[src/rtl/imem_port_arbiter.sv]
// Two-requester arbiter (fetch vs load/store) for a single-port synchronous word memory.
// Optional build macro: ARB_STATS_EN adds a saturating conflict_cnt output.
module imem_port_arbiter #(
  parameter int ADDR_W   = 5,
  parameter int DATA_W   = 32,
  parameter int MAX_WAIT = 2
) (
  input  logic              clk,
  input  logic              rst_n,
  input  logic              if_req,
  input  logic [ADDR_W-1:0] if_addr,
  output logic              if_gnt,
  output logic              if_rvalid,
  output logic [DATA_W-1:0] if_rdata,
  input  logic              ls_req,
  input  logic              ls_we,
  input  logic [ADDR_W-1:0] ls_addr,
  input  logic [DATA_W-1:0] ls_wdata,
  output logic              ls_gnt,
  output logic              ls_rvalid,
  output logic [DATA_W-1:0] ls_rdata,
  output logic              mem_en,
  output logic              mem_we,
  output logic [ADDR_W-1:0] mem_addr,
  output logic [DATA_W-1:0] mem_wdata,
  input  logic [DATA_W-1:0] mem_rdata
`ifdef ARB_STATS_EN
  ,
  output logic [15:0]       conflict_cnt
`endif
);

  typedef enum logic [1:0] {
    OWN_NONE  = 2'd0,
    OWN_IF    = 2'd1,
    OWN_LOAD  = 2'd2,
    OWN_STORE = 2'd3
  } owner_t;

  owner_t            owner_q, owner_d;
  logic [3:0]        wait_cnt_q, wait_cnt_d;
  logic [DATA_W-1:0] if_hold_q, if_hold_d;
  logic [DATA_W-1:0] ls_hold_q, ls_hold_d;
  logic              force_if;

  // Grant and memory-port mux; everything is held off while reset is asserted.
  always_comb begin
    force_if  = (wait_cnt_q == 4'(MAX_WAIT));
    if_gnt    = rst_n && if_req && (!ls_req || force_if);
    ls_gnt    = rst_n && ls_req && !if_gnt;
    mem_en    = 1'b0;
    mem_we    = 1'b0;
    mem_addr  = '0;
    mem_wdata = '0;
    if (ls_gnt) begin
      mem_en    = 1'b1;
      mem_we    = ls_we;
      mem_addr  = ls_addr;
      mem_wdata = ls_wdata;
    end else if (if_gnt) begin
      mem_en   = 1'b1;
      mem_addr = if_addr;
    end
  end

  // Responses come straight from the owner register so read data lines up with mem_rdata.
  always_comb begin
    if_rvalid = rst_n && (owner_q == OWN_IF);
    ls_rvalid = rst_n && ((owner_q == OWN_LOAD) || (owner_q == OWN_STORE));
    if_rdata  = if_rvalid ? mem_rdata : if_hold_q;
    if (ls_rvalid) begin
      ls_rdata = (owner_q == OWN_LOAD) ? mem_rdata : '0;
    end else begin
      ls_rdata = ls_hold_q;
    end
    if_hold_d = if_rdata;
    ls_hold_d = ls_rdata;
  end

  always_comb begin
    owner_d = OWN_NONE;
    if (if_gnt) begin
      owner_d = OWN_IF;
    end else if (ls_gnt) begin
      owner_d = ls_we ? OWN_STORE : OWN_LOAD;
    end
    wait_cnt_d = wait_cnt_q;
    if (!if_req || if_gnt) begin
      wait_cnt_d = 4'd0;
    end else if (wait_cnt_q < 4'(MAX_WAIT)) begin
      wait_cnt_d = wait_cnt_q + 4'd1;
    end
  end

  always_ff @(posedge clk) begin
    if (!rst_n) begin
      owner_q    <= OWN_NONE;
      wait_cnt_q <= 4'd0;
      if_hold_q  <= '0;
      ls_hold_q  <= '0;
    end else begin
      owner_q    <= owner_d;
      wait_cnt_q <= wait_cnt_d;
      if_hold_q  <= if_hold_d;
      ls_hold_q  <= ls_hold_d;
    end
  end

`ifdef ARB_STATS_EN
  logic [15:0] conflict_cnt_q, conflict_cnt_d;

  // Counts raw request overlap, independent of who wins.
  always_comb begin
    conflict_cnt_d = conflict_cnt_q;
    if (if_req && ls_req && (conflict_cnt_q != 16'hFFFF)) begin
      conflict_cnt_d = conflict_cnt_q + 16'd1;
    end
  end

  always_ff @(posedge clk) begin
    if (!rst_n) begin
      conflict_cnt_q <= 16'd0;
    end else begin
      conflict_cnt_q <= conflict_cnt_d;
    end
  end

  assign conflict_cnt = conflict_cnt_q;
`endif

endmodule

[config.mk]
export PLATFORM = sky130hd
export DESIGN_NAME = imem_port_arbiter
export DESIGN_NICKNAME = d
export VERILOG_FILES = /design/src/rtl/imem_port_arbiter.sv
export SDC_FILE = /design/constraint.sdc
export NUM_CORES = 1
export LEC_CHECK = 0
export BUFFER_PORTS_ARGS = -buffer_cell sky130_fd_sc_hd__buf_2
export CAP_MARGIN = 30
export CELL_PAD_IN_SITES_DETAIL_PLACEMENT = 0
export CELL_PAD_IN_SITES_GLOBAL_PLACEMENT = 1
export CORE_ASPECT_RATIO = 1.75
export CORE_MARGIN = 2
export CORE_UTILIZATION = 35
export DETAILED_ROUTE_END_ITERATION = 12
export PLACE_DENSITY = 0.94
export SLEW_MARGIN = 20
export SYNTH_ARGS = -nofsm -noshare
export SYNTH_HDL_FRONTEND = slang
export SYNTH_SLANG_ARGS = --single-unit
[constraint.sdc]
create_clock -name clk -period 4.9 [get_ports clk]
set_input_delay 0.245 -clock clk [delete_from_list [all_inputs] [get_ports clk]]
set_output_delay 0.245 -clock clk [all_outputs]
set_load 0.05 [all_outputs]
==> qor.yml <==
placed_design:
  detailedPlacementHpwl_mm: 7.255
  gpl.final_weighted_congestion: 0.8685
  port-buffer-count: 185
  place_area_um2: 4623
setup_path:
  critical_path_buf_inv_count: 2
  worst_setup_path_start_kind: "flop"
  kind_of_critical_path: "reg2out"
  critPathTopFamily: "buffers and inverters"
  worst-endpoint-required_ps: 4660
  r2r-end: "if_hold_q[27]$_SDFF_PN0_"
  reg2reg_setup_slack_ps: 2790
  cp_max_fo: 34
  timing.critical_path.to_type: "primary output"
  slowest_stage: "sky130_fd_sc_hd__nand3b_4"
  critical_path.max_stage_delay_ps: 590
  critical_path.cell_chain: "buf_4 -> nand3b_4 -> mux2_1 -> buf_2"
  worstReg2RegStart: "owner_q[1]$_SDFF_PP0_"
  worstRegToRegCells: 4
  arrival_ps: 2390
synth:
  yosys.area.top_type: "sky130_fd_sc_hd__dfxtp_1"
  ys.warnings.count: 0
  syn-num-nets: 501
  synth_unique_cells: 26
  commonest_cells_in_the_netlist: "97 x sky130_fd_sc_hd__and2_1, 70 x sky130_fd_sc_hd__dfxtp_1, 37 x sky130_fd_sc_hd__inv_1"
  synth.cell_area_um2: 3687
  synth.top_cell.area_share_pct: 38.00
  syn_area_per_cell_um2: 8.779
  synthFlopType: "sky130_fd_sc_hd__dfxtp_1"
  synthesis.instances: 420
  synth_edf_count: 0
  asyncSetResetFlopFracSynth_pct: 0
  yosys_register_bits: 70
  synthMostInstantiatedCell: "sky130_fd_sc_hd__and2_1"
  ys_seq_area_share_pct: 38.00
  post_synth_main_area_contributors: "sky130_fd_sc_hd__dfxtp_1 38%, sky130_fd_sc_hd__and2_1 16%, sky130_fd_sc_hd__mux2i_1 8.7%"
grt:
  grt_pass1_vias: 3321
  grt_max_degree: 72
  grt_util_met2_pct: 33.22
  use_met1_pct: 16.69
  global_route.usage.total_pct: 17.45
  global_route.usage.met3_pct: 4.021
  grt_overflow: 0
  grt_pass1_wl_mm: 15.07
  grt_antenna_before_repair: 0
  top_usage_layer: "met2"
floorplanning:
  dieHeight_um: 139.8
  floorplan.initialDensity_pct: 35.80
  die_area_um2: 11400
  die-width_um: 81.59
  core_area_um2: 10300
  placement_rows: 49
  io-pin-count: 186
cells_and_area:
  finalInstanceArea_um2: 4954
  layout.filler_cells: 1001
  layout.area.seq_um2: 1403
  antennaDiodeCount: 0
  multi_input_comb_area_um2: 1987
  final_net_count: 670
  area_delta_synth_final_pct: 34.34
  final_util_pct: 48.09
  layout_cell_share_with_drive_strength_beyond_1_pct: 37.77
clock_network:
  cts.repair.resized: 0
  ctsHoldBuffers: 0
  numCtsBuffers: 9
  clkTransAtPathRegs_ps: 50
  cts_sinks: 70
  cts_max_level: 3
  tritoncts_clock_tree: "yes"
  clk_latency_ps: 330
  cts_setup_buffers: 0
  clockBufferDepth: 2
  clock_tree.root_cell: "sky130_fd_sc_hd__clkbuf_16"
timing:
  timing.final.max_slew_violations: 0
  timing.final.crit_share_pct: 53.74
  worst_slew_margin_rel_pct: 59.18
  timing.final.crit_period_ps: 2633
  finalHoldViolations: 0
  fmax_mhz: 379.8
  worstMarginPinSlew_ps: 612.3
  rsz0062_at_grt: "no"
  finalSetupViolCount: 0
  total_negative_setup_slacks_ps: 0
  timing.clock.skew_ps: 6.536
worst_hold_path:
  hold_path.startpoint: "ls_we"
  worstHoldPathType: "in2reg"
  worst_hold_path.endpoint: "owner_q[0]$_SDFF_PN0_"
  hold_depth: 2
run_status:
  run_status: "finished clean"
pwr:
  power.density_cell_area_nw_per_um2: 339.1
  power.static_leakage_nw: 2.567
  vdd_ir_drop_max_mv: 0.2540
routing:
  viasPerCell: 4.661
  final_antenna_net_count: 0
  vias: 3356
  totalWireLength_mm: 9.714
  drt_drc_violations_left: 0
  drt-wirelength-per-cell_um: 13.49
  detailed_router_iteration_count_before_antenna_repair: 4
  detailedRoute.firstIterationViolations: 114
run:
  cap_violations: 0
-- report_power, final --
group,internal [mW],total (mW),switching [mW]
Combinational,0.114,0.382,0.269
Clock,0.468,0.697,0.229
Sequential,0.592,0.600,0.00843
-- placed cells by master, fill, tap and decap left out, types with 3 or more instances in the layout --
cell type	Yosys	layout
sky130_fd_sc_hd__and2_1	97	97
sky130_fd_sc_hd__dfxtp_1	70	69
sky130_fd_sc_hd__buf_2	5	184
sky130_fd_sc_hd__mux2i_1	32	32
sky130_fd_sc_hd__o21ai_0	32	32
sky130_fd_sc_hd__clkbuf_16	0	9
sky130_fd_sc_hd__a22o_1	5	5
sky130_fd_sc_hd__inv_1	37	37
sky130_fd_sc_hd__buf_4	0	3
sky130_fd_sc_hd__nand2b_1	32	32
sky130_fd_sc_hd__nand2_1	34	33
sky130_fd_sc_hd__mux2_2	16	16
sky130_fd_sc_hd__nor2_1	6	6
sky130_fd_sc_hd__mux2_1	16	16
-- layer usage --
metal  wire (µm)  share of wire, %  vias to the layer above
li1            -                 -                     1667
met1        3474                36                     1525
met2        5381                55                      145
met3         590               6.1                       19
met4         268               2.8                        0
met5           0                 0                        -
-- worst register-to-register path, stage by stage (launching register included) --
cell,delay (ps)
sky130_fd_sc_hd__dfxtp_2,310
sky130_fd_sc_hd__buf_4,500
sky130_fd_sc_hd__nand3b_4,600
sky130_fd_sc_hd__mux2_1,420
sky130_fd_sc_hd__and2_1,170
-- worst max-delay path by stage --
stage / from / to / cells past startpoint
2_1_floorplan: wait_cnt_q[1]$_SDFFE_PP0N_ / mem_addr[0] / 4
3_3_place_gp: rst_n / ls_rdata[11] / 4
3_5_place_dp: rst_n / ls_rdata[11] / 4
4_1_cts: rst_n / ls_rdata[11] / 4
5_1_grt: owner_q[1]$_SDFF_PP0_ / ls_rdata[11] / 4
6_report: owner_q[1]$_SDFF_PP0_ / if_rdata[27] / 4
-- per-stage QoR --
step	std cells	hold slack (ps)	worst slack [ps]	power [mW]
global placement	705	453.5	1893	0.9910
finish	720	130.2	2267	1.680
floorplan	420	355.4	2583	0.8978
detailed placement	705	462.3	1835	0.9975
global route	720	128.6	2106	1.749
CTS	720	112.9	1820	1.706
-- registers in the layout (all words and copies together) (netlist names) --
register / flops
if_hold_q: 32
ls_hold_q: 32
owner_q: 2
wait_cnt_q: 4
-- kinds of logic (layout without fill, tap and decap cells) --
logic type	after synthesis	count (layout)	share of synthesized area, %
mux	64	64	18.46
fa+ha+maj	2	2	0.6785
flops	70	70	38.00
compound gates	43	43	7.058
simple gates	174	174	27.25
xor+xnor	1	1	0.2376
buf+inv	66	239	8.313
-- layout make-up --
type                            count  area share [%]
Inverter                           37           2.804
Multi-Input combinational cell    284           40.11
Timing Repair Buffer              187           19.05
Clock buffer                       11           5.102
Sequential cell                    70           28.32
Clock inverter                      4           1.414
Tap cell                          127           3.208
(Power assumes the default switching activity.)
